--- src/rtl/spi_host_pkg.sv ---
// Shared definitions for the SPI Wishbone host.
// Holds the FSM state encoding, the idle levels of the SPI lines (mode 0)
// and helpers that size a frame from the address width and dummy-bit count.
package spi_host_pkg;

    typedef enum logic [2:0] {
        ST_IDLE  = 3'd0,
        ST_SETUP = 3'd1,
        ST_SHIFT = 3'd2,
        ST_HOLD  = 3'd3,
        ST_GAP   = 3'd4
    } state_t;

    localparam int   DATA_BITS = 8;

    // Mode 0: sck idles low; the select line idles high; mosi parks low.
    localparam logic SCK_IDLE  = 1'b0;
    localparam logic SS_IDLE   = 1'b1;
    localparam logic MOSI_IDLE = 1'b0;

    // Header is {we, adr}.
    function automatic int hdr_bits(input int addr_width);
        return addr_width + 1;
    endfunction

    function automatic int write_frame_bits(input int addr_width);
        return hdr_bits(addr_width) + DATA_BITS;
    endfunction

    function automatic int read_frame_bits(input int addr_width, input int dummy_bits);
        return hdr_bits(addr_width) + dummy_bits + DATA_BITS;
    endfunction

endpackage

--- src/rtl/spi_sck_gen.sv ---
// Serial clock generator for the SPI host.
// A half-period down-counter produces a tick every CLK_DIV cycles while
// enabled. When sck_en is also high each tick toggles sck; rise/fall flag the
// clock edge on which sck will go high/low. Disabling returns sck low and
// reloads the counter so the next enable starts a fresh low phase.
//
// Ports:
//   clk_i, rst_ni  clock, asynchronous active-low reset
//   en             count half-periods (SETUP and SHIFT)
//   sck_en         allow sck to toggle on ticks (SHIFT only)
//   sck            registered serial clock
//   tick           end of a half-period on this edge
//   rise, fall     sck goes high / low on this edge
module spi_sck_gen
    import spi_host_pkg::*;
#(
    parameter int CLK_DIV = 2
) (
    input  logic clk_i,
    input  logic rst_ni,
    input  logic en,
    input  logic sck_en,
    output logic sck,
    output logic tick,
    output logic rise,
    output logic fall
);

    localparam int CW = (CLK_DIV > 1) ? $clog2(CLK_DIV) : 1;
    localparam logic [CW-1:0] RELOAD = CW'(CLK_DIV - 1);

    logic [CW-1:0] cnt;

    assign tick = en && (cnt == '0);
    assign rise = tick && sck_en && !sck;
    assign fall = tick && sck_en && sck;

    always_ff @(posedge clk_i or negedge rst_ni) begin
        if (!rst_ni) begin
            cnt <= RELOAD;
            sck <= SCK_IDLE;
        end else if (!en) begin
            cnt <= RELOAD;
            sck <= SCK_IDLE;
        end else if (cnt == '0) begin
            cnt <= RELOAD;
            if (sck_en) begin
                sck <= ~sck;
            end
        end else begin
            cnt <= cnt - CW'(1);
        end
    end

endmodule

--- src/rtl/spi_wishbone_host.sv ---
// Wishbone slave that turns each 8-bit single read or write into one SPI
// mode-0 frame towards a remote spi_wishbone_bridge.
//   write frame: {1, adr} then 8 data bits
//   read frame : {0, adr}, READ_DUMMY_BITS zero bits, then 8 bits from miso
//
// Ports:
//   clk_i, rst_ni      clock, asynchronous active-low reset
//   cyc_i, stb_i, we_i Wishbone request; adr_i remote address; dat_i write data
//   ack_o              one-cycle completion pulse (suppressed if cyc_i is gone)
//   err_o, rty_o       tied low
//   dat_o              read data, updated when a read frame ends
//   spi_ss_n, spi_sck, spi_mosi, spi_miso   SPI wires
//
// state    | meaning
// ---------+-------------------------------------------------------------
// ST_IDLE  | ss_n high, waiting for cyc_i & stb_i
// ST_SETUP | ss_n low, first bit on mosi, CLK_DIV cycles before shifting
// ST_SHIFT | per bit: sck low CLK_DIV cycles, high CLK_DIV cycles
// ST_HOLD  | sck low, ss_n still low for CLK_DIV cycles; exit raises ss_n + ack
// ST_GAP   | ss_n high for GAP_CYCLES before the next request is accepted
module spi_wishbone_host
    import spi_host_pkg::*;
#(
    parameter int ADDR_WIDTH      = 23,
    parameter int CLK_DIV         = 2,
    parameter int READ_DUMMY_BITS = 8,
    parameter int GAP_CYCLES      = 2
) (
    input  logic                  clk_i,
    input  logic                  rst_ni,
    input  logic                  cyc_i,
    input  logic                  stb_i,
    input  logic [ADDR_WIDTH-1:0] adr_i,
    input  logic                  we_i,
    input  logic [7:0]            dat_i,
    output logic                  ack_o,
    output logic                  err_o,
    output logic                  rty_o,
    output logic [7:0]            dat_o,
    output logic                  spi_ss_n,
    output logic                  spi_sck,
    output logic                  spi_mosi,
    input  logic                  spi_miso
);

    localparam int HDR     = hdr_bits(ADDR_WIDTH);
    localparam int WR_BITS = write_frame_bits(ADDR_WIDTH);
    localparam int RD_BITS = read_frame_bits(ADDR_WIDTH, READ_DUMMY_BITS);
    localparam int FW      = RD_BITS;
    localparam int BCW     = $clog2(FW + 1);
    localparam int TMAX    = (CLK_DIV > GAP_CYCLES) ? CLK_DIV : GAP_CYCLES;
    localparam int TW      = (TMAX > 1) ? $clog2(TMAX) : 1;

    state_t          state;
    logic [FW-1:0]   sr_load;
    // Holds the bits still to go after the one currently on mosi.
    logic [FW-2:0]   sr;
    logic [BCW-1:0]  nbits_load;
    logic [BCW-1:0]  bits_left;
    logic [TW-1:0]   timer;
    logic            we_q;
    logic [7:0]      rx;
    logic            gen_en;
    logic            shift_en;
    logic            sck_tick;
    logic            sck_rise;
    logic            sck_fall;

    assign err_o = 1'b0;
    assign rty_o = 1'b0;

    // Frame image, MSB first; unused tail bits stay zero so mosi is low
    // during dummy and read-data bits.
    always_comb begin
        sr_load = '0;
        sr_load[FW-1 -: HDR] = {we_i, adr_i};
        if (we_i) begin
            sr_load[FW-1-HDR -: DATA_BITS] = dat_i;
        end
    end

    assign nbits_load = we_i ? BCW'(WR_BITS) : BCW'(RD_BITS);
    assign gen_en     = (state == ST_SETUP) || (state == ST_SHIFT);
    assign shift_en   = (state == ST_SHIFT);

    spi_sck_gen #(
        .CLK_DIV (CLK_DIV)
    ) u_sck_gen (
        .clk_i  (clk_i),
        .rst_ni (rst_ni),
        .en     (gen_en),
        .sck_en (shift_en),
        .sck    (spi_sck),
        .tick   (sck_tick),
        .rise   (sck_rise),
        .fall   (sck_fall)
    );

    always_ff @(posedge clk_i or negedge rst_ni) begin
        if (!rst_ni) begin
            state     <= ST_IDLE;
            spi_ss_n  <= SS_IDLE;
            spi_mosi  <= MOSI_IDLE;
            ack_o     <= 1'b0;
            dat_o     <= '0;
            sr        <= '0;
            bits_left <= '0;
            timer     <= '0;
            we_q      <= 1'b0;
            rx        <= '0;
        end else begin
            ack_o <= 1'b0;
            case (state)
                ST_IDLE: begin
                    if (cyc_i && stb_i) begin
                        we_q      <= we_i;
                        sr        <= sr_load[FW-2:0];
                        spi_mosi  <= sr_load[FW-1];
                        bits_left <= nbits_load;
                        spi_ss_n  <= 1'b0;
                        state     <= ST_SETUP;
                    end
                end
                ST_SETUP: begin
                    if (sck_tick) begin
                        state <= ST_SHIFT;
                    end
                end
                ST_SHIFT: begin
                    // Count on the rising edge so the falling edge of the
                    // last bit already sees zero and can leave SHIFT.
                    if (sck_rise) begin
                        bits_left <= bits_left - BCW'(1);
                    end
                    if (sck_fall) begin
                        rx       <= {rx[6:0], spi_miso};
                        spi_mosi <= sr[FW-2];
                        sr       <= {sr[FW-3:0], 1'b0};
                        if (bits_left == '0) begin
                            timer <= TW'(CLK_DIV - 1);
                            state <= ST_HOLD;
                        end
                    end
                end
                ST_HOLD: begin
                    if (timer == '0) begin
                        spi_ss_n <= 1'b1;
                        spi_mosi <= MOSI_IDLE;
                        // A master that abandoned the cycle gets no ack, but
                        // the frame already went out so read data is kept.
                        ack_o    <= cyc_i;
                        if (!we_q) begin
                            dat_o <= rx;
                        end
                        timer <= TW'(GAP_CYCLES - 1);
                        state <= ST_GAP;
                    end else begin
                        timer <= timer - TW'(1);
                    end
                end
                ST_GAP: begin
                    if (timer == '0) begin
                        state <= ST_IDLE;
                    end else begin
                        timer <= timer - TW'(1);
                    end
                end
                default: state <= ST_IDLE;
            endcase
        end
    end

endmodule

--- config.mk ---
export PLATFORM = sky130hd
export DESIGN_NAME = spi_wishbone_host
export DESIGN_NICKNAME = d
export VERILOG_FILES = /design/src/rtl/spi_host_pkg.sv /design/src/rtl/spi_sck_gen.sv /design/src/rtl/spi_wishbone_host.sv
export SDC_FILE = /design/constraint.sdc
export NUM_CORES = 1
export LEC_CHECK = 0
export BUFFER_PORTS_ARGS = -buffer_cell sky130_fd_sc_hd__buf_4
export CORE_AREA = 2 2 98 100
export DETAILED_ROUTE_END_ITERATION = 8
export DIE_AREA = 0 0 100 102
export RECOVER_POWER = 100
export SKIP_LAST_GASP = 1
export SLEW_MARGIN = 30
export SYNTH_ARGS = -nofsm -noshare
export SYNTH_HDL_FRONTEND = slang
export SYNTH_SLANG_ARGS = --single-unit
--- constraint.sdc ---
create_clock -name clk_i -period 1.91 [get_ports clk_i]
set_clock_uncertainty 0.1 [all_clocks]
set_input_delay 0.382 -clock clk_i [delete_from_list [all_inputs] [get_ports clk_i]]
set_output_delay 0.382 -clock clk_i [all_outputs]
set_load 0.005 [all_outputs]
==> metrics.md, run 1 <==
| Metric | Value |
|---|---|
| Max Clock Freq | 538 MHz |
| Clock share of power | 0.223 |
| Wire per inst | approximately 13 um |
| HPWL after DPL | 4.28 mm |
| LEAKAGE | approximately 1.7 nW |
| Global-route wire length before repair | 10.8 mm |
| Fin util | 0.429 |
| Total internal power | about 3.9 mW |
| Clock Latency Late Sink | around 0.34 ns |
| Cells after synthesis | 300 |
| Critical R2R Capture | spi_mosi |
| Gr usage total | 0.134 |
| YS warnings | 0 |
| Comb pwr share | 0.379 |
| Drt initial violations | 97 |
| Fin crit period | 1.86 ns |
| Number of port buffers | between 40 and 50 |
| Hold path endpoint | ack_o |
| Fin crit share | 0.972 |
| Largest net degree at the start of global routing | 50 |
| Adder-Cell Fraction of Synth Area | 0.00802 |
| Die ar. | 0.0102 mm^2 |
| Total power | 5.95 mW |
| Total I/O pin count | 51 |
| Core Area | 0.00911 mm^2 |
| Vias in the first global route | 2300 |
| Largest family of logic cells by synthesized area | simple AND/OR/NAND/NOR gates |
| H-tree depth | 3 |
| Clk slew on worst S/H paths | 0.07 ns |
| Req. time, crit path | 2.04 ns |
| Critical Path Sink Type | flop |
| Reg2Reg Launch Point | state[1] |
| WHS Path Cells | 2 |
| Final nets | 397 |
| Cts bufs inserted | 9 |
| Via/cell ratio | around 4.8 |
| Die Ht | 102 um |
| Power Density | approximately 1500 mW/mm^2 |
| CTS sink cnt | 63 |
| Max FO, Critical Path | 5 |
| Avg Cell Area, Syn | 10.4 um^2 |
| Via count | 2263 |
| Ys flop type | dfrtp_1 |
| Worst vdd ir | 0.482 mV |
| Seq/Total Area, Yosys | 0.506 |
| R2R cell count | 4 |
| Cell Rows | 35 |
| CTS tree | built |
| Mux share of post-synthesis cell area | 0.0645 |
| Switching power | 2.10 mW |
| Status | finished, final reports clean |
| Worst R2R Setup Slack | approximately 0.053 ns |
| Drt pass-1 iters | 4 |
| Hold Path Class | in2reg |
| Root Driver | clkbuf_8 |
| ANT cells | 0 |
| DRC violations left | 0 |
| RSZ-0062 raised after global routing | true |
| GP Congestion | approximately 0.83 |
| Antenna violations before repair | 0 |
| Post-synth EDFFs | 0 |
| DP Cell Count | 455 |
| Cell Count, Final, Fillers Out | 474 |
| Ys async rst share | 1.00 |
| Post-synthesis cell area | 0.00312 mm^2 |
| Final count of hold timing violations | 0 |
| Slew Limit Headroom | 0.268 |
| #FFs+latches synth | 63 |
| Max clock buf depth | 2 |
| Sw frac | 0.352 |
| Startpoint Class | flop |
| Max Cap Violations | 0 |
| Initial Utilization | 0.343 |
| Max Transition Viols Final | 0 |
| WS Path Type | reg2reg |
| Netlist cell types | 38 |
| Post-route ant nets | 0 |
| Worst hold start | cyc_i |
| Xor and xnor area share after synthesis | 0.0112 |
| WP data arrival | 1.98 ns |
| Synth Area in Compound Gates | 0.162 |
| Routed WL | about 6.3 mm |
| Worst-Margin Slew | 1.10 ns |
| Final setup viols | 0 |
| Die width | roughly 100 um |
| Share of cells above drive strength 1 | 0.364 |
| Reg power frac | 0.397 |
| Area grow syn2layout | 25.1% |
| GRT overflow | 0 |
| Post-Synth Simple-Gate Area | 0.198 |
## how the worst max path moves through the flow
stage,start,end,slack (ns),cells after the start
2_1_floorplan,state[2],sr[10],0.13,6
3_3_place_gp,state[1],spi_mosi,0.08,4
6_report,state[1],spi_mosi,0.05,4
4_1_cts,state[2],sr[37],0.06,5
3_5_place_dp,state[2],sr[37],0.09,5
5_1_grt,state[2],sr[21],-0.01,5
## kinds of logic (layout without fill, tap and decap cells)
family / count (synthesis) / in the layout
xor+xnor: 4 / 4
mux: 18 / 18
fa+ha+maj: 2 / 2
flops: 63 / 63
other cells: 1 / 2
compound gates: 48 / 48
simple gates: 139 / 139
buf+inv: 25 / 87
## cells in the mapped netlist, types with 2 or more instances
cell type	number	area (um^2)
and2_1	2	12.5
or3_1	2	12.5
nand3b_1	3	22.5
nand3_1	10	50.1
mux2_2	17	191
xor2_1	4	35.0
nand4_1	3	18.8
a21oi_1	2	10.0
a31oi_2	29	363
a221oi_1	3	26.3
ha_1	2	25.0
inv_1	5	18.8
buf_6	6	67.6
dfstp_2	2	52.6
o21ai_0	7	35.0
clkbuf_1	9	33.8
buf_4	3	22.5
nand2b_1	4	25.0
nor3_1	5	25.0
nor2_1	39	146
nand2_1	66	248
dfrtp_1	61	1530
## routing by layer
layer / wire (um) / vias up / track usage
li1: - / 1148 / -
met1: 3110 / 1063 / 0.174
met2: 2900 / 48 / 0.215
met3: 278 / 4 / 0.0445
met4: 46 / 0 / 0.0390
met5: 0 / - / 0
## worst max-delay path, stage by stage, from the launching register on
cell      delay, ns
dfrtp_1        0.42
nand3b_1       0.30
and2_1         0.25
a221oi_1       0.31
mux2_2         0.37
## what timing repair did
| action | CTS | global route |
|---|---|---|
| resized for setup | 0 | 2 |
| hold endpoints to repair | 45 | 0 |
| buffers inserted | 0 | 1 |
| endpoints found under the setup margin | 0 | 14 |
| hold buffers | 1 | 0 |
## flip-flops by register name (all words and copies together) (netlist names)
signal	cells
timer	1
bits_left	6
rx	8
spi_mosi	1
spi_ss_n	1
u_sck_gen.sck	1
we_q	1
sr	31
ack_o	1
dat_o	8
state	3
u_sck_gen.cnt	1
## layout make-up
type,instances,area [um^2]
Clock buffer,10,138
Clock inverter,6,92.6
Fill cell,900,5200
Inverter,5,18.8
Multi-Input combinational cell,213,1410
Sequential cell,63,1580
Tap cell,111,139
Timing Repair Buffer,66,533
## cell usage in the layout (no fill, tap or decap), types with 7 or more instances in the layout
| cell type | instances |
|---|---|
| nor2_1 | 39 |
| nand2_1 | 66 |
| clkbuf_8 | 10 |
| o21ai_0 | 7 |
| buf_4 | 46 |
| a31oi_2 | 29 |
| dfrtp_1 | 61 |
| nand3_1 | 10 |
| clkbuf_4 | 11 |
| mux2_2 | 17 |
## power groups by stage
stage          Clock, mW  Combinational, mW  Sequential, mW
2_1_floorplan          0               1.63            2.29
3_3_place_gp           0               2.19            2.37
3_5_place_dp           0               2.24            2.39
4_1_cts             1.36               2.24            2.38
5_1_grt             1.43               2.56            2.44
6_report            1.33               2.26            2.36
## per-stage QoR
| step | setup TNS [ns] | area, um^2 | hold WS (ns) | setup WS, ns |
|---|---|---|---|---|
| floorplan | 0 | 3130 | -0.0136 | 0.132 |
| global placement | 0 | 3640 | 0.346 | 0.0839 |
| detailed placement | 0 | 3640 | 0.350 | 0.0868 |
| CTS | 0 | 3880 | 0.150 | 0.0602 |
| global route | -0.0199 | 3910 | 0.152 | -0.0138 |
| finish | 0 | 3910 | 0.164 | 0.0526 |
(Power assumes the default switching activity.)
==> run 2: changes to the inputs <==
==> constraint.sdc (replaced) <==
create_clock -name clk_i -period 2.1 [get_ports clk_i]
set_clock_uncertainty 0.1 [all_clocks]
set_input_delay 0.42 -clock clk_i [delete_from_list [all_inputs] [get_ports clk_i]]
set_output_delay 0.42 -clock clk_i [all_outputs]
set_load 0.005 [all_outputs]
==> run 2 against run 1 <==
Sequential share of layout area is 1.2 points higher. Cell area decreased by 3.0%. Clock power down 20%. Hold slack gained 0.050 ns. Final cell count shrank 1.9%. Critical path depth grew 1. First-iteration DRC count up 13%. Count of clock-buffer cells in the layout increased by 2.
==> metrics.md, run 2 (same netlist as run 1, synthesis figures left out) <==
| Metric | Value |
|---|---|
| Fillers | 886 |
| Max Transition Viols Final | 0 |
| Critical Path End | sr[33] |
| Max reg flops | 31 |
| Worst path max stage delay | 0.46 ns |
| CTS tree | built |
| Clk slew on worst S/H paths | roughly 0.070 ns |
| Crit path max-delay family | compound AO/OA/AOI/OAI gates |
| Share of cells above drive strength 1 | 0.339 |
| Req. time, crit path | 2.25 ns |
| Worst setup path startpoint | state[1] |
| ANT cells | 0 |
| R2R cell count | 5 |
| Startpoint Class | flop |
| Reg2Reg Launch Point | state[1] |
| Crit path max-delay cell type | dfrtp_1 |
| WP depth | 5 |
| RSZ-0062 raised after global routing | false |
| Vias in the first global route | 2243 |
| Final count of hold timing violations | 0 |
| Fin crit period | 1.91 ns |
| Drt pass-1 iters | 4 |
| Via/cell ratio | just under 5 |
| Die Ht | between 100 and 150 um |
| Power Density | 1360 mW/mm^2 |
| Max clock buf depth | 2 |
| Worst R2R Setup Slack | 0.19 ns |
| Total I/O pin count | 51 |
| Largest registers | sr (31), dat_o (8), rx (8) |
| HPWL after DPL | ~4.2 mm |
| Root Driver | clkbuf_8 |
| Critical Path Sink Type | flop |
| Die ar. | about 0.010 mm^2 |
| Fin crit share | 0.909 |
| Largest net degree at the start of global routing | 62 |
| Hold Path Class | in2reg |
| Setup_tns | 0 ns |
| DP Cell Count | between 400 and 500 |
| CP Buf/Inv Count | 1 |
| GP Congestion | 0.808 |
| Routed WL | ~6.3 mm |
| Worst vdd ir | between 0.3 and 0.4 mV |
| Antenna violations before repair | 0 |
| Status | finished, final reports clean |
| Cell Count, Final, Fillers Out | 465 |
| Cts bufs inserted | 9 |
| Drt initial violations | 110 |
| Final nets | 389 |
| Initial Utilization | 0.343 |
| WP data arrival | 2.06 ns |
| Cell Rows | 35 |
| Die width | 100 um |
| DRC violations left | 0 |
| LEAKAGE | about 1.6 nW |
| CTS sink cnt | 63 |
| Area grow syn2layout | 21.4% |
| Number of port buffers | 48 |
| Post-route ant nets | 0 |
| Global-route wire length before repair | 10.8 mm |
| Most frequent cells in the layout | nand2_1, dfrtp_1, buf_4 |
| Gr usage total | 0.135 |
| Critical R2R Capture | sr[33] |
| Max FO, Critical Path | 61 |
| WS Path Type | reg2reg |
| Core Area | 0.00911 mm^2 |
| Commonest non-fill, non-tap cell in the layout | nand2_1 |
| H-tree depth | 3 |
| Total power | 5.14 mW |
| CP cell instances | nand3b_1 -> o32ai_2 -> buf_12 -> nor2_1 -> a31oi_2 |
| Worst-Margin Slew | about 1.1 ns |
| Slew Limit Headroom | 0.277 |
| Final setup viols | 0 |
| Wire per inst | ~13 um |
| Clock Latency Late Sink | approximately 0.33 ns |
| Most flop-heavy register | sr |
| Via count | 2251 |
| Max Cap Violations | 0 |
| GRT overflow | 0 |
| Max Clock Freq | 524 MHz |
[run 2: cell count changes in the layout (fill, tap and decap cells not counted), sizes merged]
cell	previous run	this run
buf	50	43
bufinv	2	1
clkbuf	25	26
clkinvlp	2	1
inv	6	5
[run 2: how the worst min path moves through the flow]
stage	slack (ns)	depth (start not counted)	startpoint	to
2_1_floorplan	0.02	0	rst_ni	ack_o
3_3_place_gp	0.22	1	rst_ni	state[1]
3_5_place_dp	0.22	1	rst_ni	state[1]
4_1_cts	0.20	2	cyc_i	ack_o
5_1_grt	0.21	2	cyc_i	ack_o
6_report	0.21	2	cyc_i	ack_o
[run 2: where the power goes]
| part | internal, mW | total, mW | switching (mW) |
|---|---|---|---|
| Clock | 0.605 | 1.07 | 0.462 |
| Sequential | 1.78 | 2.16 | 0.373 |
| Combinational | 0.928 | 1.92 | 0.991 |
| Total | 3.32 | 5.14 | 1.83 |
[run 2: timing repair]
| item | in CTS | in global routing |
|---|---|---|
| hold buffers | 1 | 0 |
| buffers inserted | 0 | 0 |
| hold endpoints to repair | 16 | 0 |
| gates resized for setup | 0 | 0 |
[run 2: final cells by class]
cell class / instances / area (um^2) / share of cell area
Sequential cell: 63 / 1580 / 0.417
Tap cell: 111 / 139 / 0.0366
Inverter: 5 / 18.8 / 0.00495
Clock inverter: 3 / 42.5 / 0.0112
Clock buffer: 12 / 155 / 0.0409
Timing Repair Buffer: 58 / 465 / 0.123
Multi-Input combinational cell: 213 / 1390 / 0.367
[run 2: layer usage]
metal  GRT usage  vias up  wire, um
met4      0.0506        0        82
met5           0        -         0
li1            -     1125         -
met1       0.176     1074      3010
met3      0.0431        5       254
met2       0.214       47      2930
[run 2: worst register-to-register path, delay by kind of cell, from the launching register on]
kind	cells	cell delay [ns]
AO/OA/AOI/OAI	2	0.51
buffers and inverters	1	0.33
flip-flops	1	0.46
AND/OR/NAND/NOR	2	0.42
[run 2: metrics by stage]
stage               hold slack, ns  instance area (um^2)  worst slack [ns]  utilization
detailed placement           0.218                  3600             0.190        0.396
CTS                          0.195                  3810             0.187        0.418
floorplan                   0.0244                  3130             0.322            -
global route                 0.209                  3790            0.0733        0.416
finish                       0.214                  3790             0.191        0.416
global placement             0.216                  3600             0.255        0.396
==> run 3: changes to the inputs <==
--- a/config.mk
+++ b/config.mk
@@ -6,10 +6,11 @@
 export NUM_CORES = 1
 export LEC_CHECK = 0
 export BUFFER_PORTS_ARGS = -buffer_cell sky130_fd_sc_hd__buf_4
-export CORE_AREA = 2 2 98 100
+export CORE_AREA = 2 2 78 80
 export DETAILED_ROUTE_END_ITERATION = 8
-export DIE_AREA = 0 0 100 102
-export RECOVER_POWER = 100
+export DIE_AREA = 0 0 80 82
+export PLACE_DENSITY = 0.78
+export RECOVER_POWER = 25
 export SKIP_LAST_GASP = 1
 export SLEW_MARGIN = 30
 export SYNTH_ARGS = -nofsm -noshare
==> run 3 against run 2 <==
Clock power hardly changed. Die area shrank 36%. Hold slack improved by 0.00091 ns. Worst setup slack got worse by 0.011 ns. Wire length shrank 4.6%. Global-route usage rose by 7.1 points. Register-to-register slack is essentially flat. Maximum frequency decreased by 0.55%. Cell area down 0.59%. Count of clock-buffer cells in the layout is the same. Power up 1.5%. Sequential cell count did not move. Critical path type unchanged. Highest routed layer unchanged.
==> metrics.md, run 3 (same netlist as run 1, synthesis figures left out) <==
| Metric | Value |
|---|---|
| CTS tree | built |
| GP Congestion | 0.861 |
| Max clock buf depth | 2 |
| Global-route wire length before repair | 10.2 mm |
| Post-route ant nets | 0 |
| Vias in the first global route | between 2000 and 2500 |
| Drt pass-1 iters | 4 |
| Max Clock Freq | 521 MHz |
| CTS sink cnt | 63 |
| Power Density | around 1400 mW/mm^2 |
| Root Driver | clkbuf_8 |
| WP data arrival | 2.05 ns |
| WS Path Type | reg2reg |
| Met3 WL | roughly 290 um |
| Initial Utilization | 0.543 |
| Max Transition Viols Final | 0 |
| Fin crit share | 0.914 |
| Final worst slack | 0.180 ns |
| Commonest non-fill, non-tap cell in the layout | nand2_1 |
| H-tree depth | 3 |
| Total I/O pin count | between 50 and 60 |
| Most flop-heavy register | sr |
| Share of cells above drive strength 1 | 0.348 |
| Drt initial violations | 154 |
| Via/cell ratio | 5.29 |
| Setup_tns | 0 ns |
| Req. time, crit path | 2.23 ns |
| Die ar. | 0.00656 mm^2 |
| Cell Rows | 28 |
| Postcts setup bufs | 0 |
| Max FO, Critical Path | 4 |
| Clk slew on worst S/H paths | 0.06 ns |
| Final count of hold timing violations | 0 |
| Worst slack, placed | 0.123 ns |
| Critical Path Sink Type | flop |
| Worst vdd ir | 0.698 mV |
| ANT cells | 0 |
| Most frequent cells in the layout | nand2_1, dfrtp_1, buf_4 |
| Gr usage total | 0.207 |
| GRT overflow | 0 |
| Worst-Margin Slew | 0.928 ns |
| Hold Path Class | in2reg |
| Fin crit period | approximately 1.9 ns |
| Via count | 2281 |
| Highest Signal Layer | met4 |
| Area grow syn2layout | 20.7% |
| Core Area | 0.00575 mm^2 |
| Wire per inst | ~14 um |
| Clock Latency Late Sink | 0.34 ns |
| M1 WL | 2.77 mm |
| Met2 WL post-DR | between 2 and 3 mm |
| Die Ht | 82 um |
| Slew Limit Headroom | 0.381 |
| Routed WL | 5.99 mm |
| Final setup viols | 0 |
| Cts bufs inserted | 9 |
| Die width | 80 um |
| DRC violations left | 0 |
| RSZ-0062 raised after global routing | false |
| Startpoint Class | flop |
| Final nets | 390 |
| Max Cap Violations | 0 |
| LEAKAGE | 1.62 nW |
| Number of port buffers | 48 |
| Largest registers | sr (31), dat_o (8), rx (8) |
| Antenna violations before repair | 0 |
| Largest net degree at the start of global routing | 62 |
| HPWL after DPL | 4.07 mm |
| Max reg flops | 31 |
| Status | finished, final reports clean |
==> run 3: cell types whose count changed in the layout (fill, tap and decap cells not counted), moves of 2 or more <==
| cell | delta |
|---|---|
| and2_0 | -2 |
| and2_1 | +2 |
| buf_4 | +15 |
| clkbuf_4 | -11 |
| clkbuf_8 | -2 |
==> run 3: path summary, 6_finish.rpt <==
path | startpoint | cells after the start | slack, ns | endpoint
setup / recovery | bits_left[0] | 6 | 0.18 | state[0]
hold / removal | cyc_i | 2 | 0.22 | ack_o
setup reg to reg | bits_left[0] | 6 | 0.18 | state[0]
hold reg to reg | dat_o[3] | 1 | 0.41 | dat_o[3]
max in group asynchronous | rst_ni | 3 | 0.57 | spi_mosi
min in group asynchronous | rst_ni | 2 | 0.65 | dat_o[3]
==> run 3: routing by layer <==
metal,vias to the layer above,global-route usage
met1,1085,0.273
li1,1134,-
met3,7,0.0484
met4,0,0.0881
met5,-,0
met2,55,0.329
==> run 3: layout make-up <==
class                           instances  area [um^2]
Tap cell                               75         93.8
Inverter                                5         18.8
Multi-Input combinational cell        213         1400
Fill cell                             491         1980
Clock inverter                          4         70.1
Sequential cell                        63         1580
Clock buffer                           12          135
Timing Repair Buffer                   59          468
==> run 3: what timing repair did <==
action                     in CTS  in global routing
hold buffers                    1                  0
resized for setup               0                  1
setup endpoints to repair       0                  1
hold endpoints to repair       31                  0
==> run 3: report_power, final <==
group	total (mW)	internal [mW]	switching, mW
clock	1.10	0.666	0.439
sequential	2.17	1.79	0.386
combinational	1.94	0.938	1.00
==> run 3: worst max-delay path, cell delays in order, from the launching register on <==
cell and delay [ns]:
dfrtp_1 0.38, inv_1 0.11, ha_1 0.17, or4b_1 0.43, nor3_1 0.25, nand2_1 0.10
a221oi_1 0.28
==> run 3: per-stage QoR <==
step	utilization	instances	power, mW	cell area [um^2]	hold WS (ns)
floorplan	-	301	3.56	3130	0.0244
global placement	0.618	414	4.04	3550	0.308
detailed placement	0.618	414	4.14	3550	0.307
CTS	0.656	431	5.27	3770	0.209
global route	0.656	431	5.62	3770	0.207
finish	0.656	431	5.22	3770	0.215
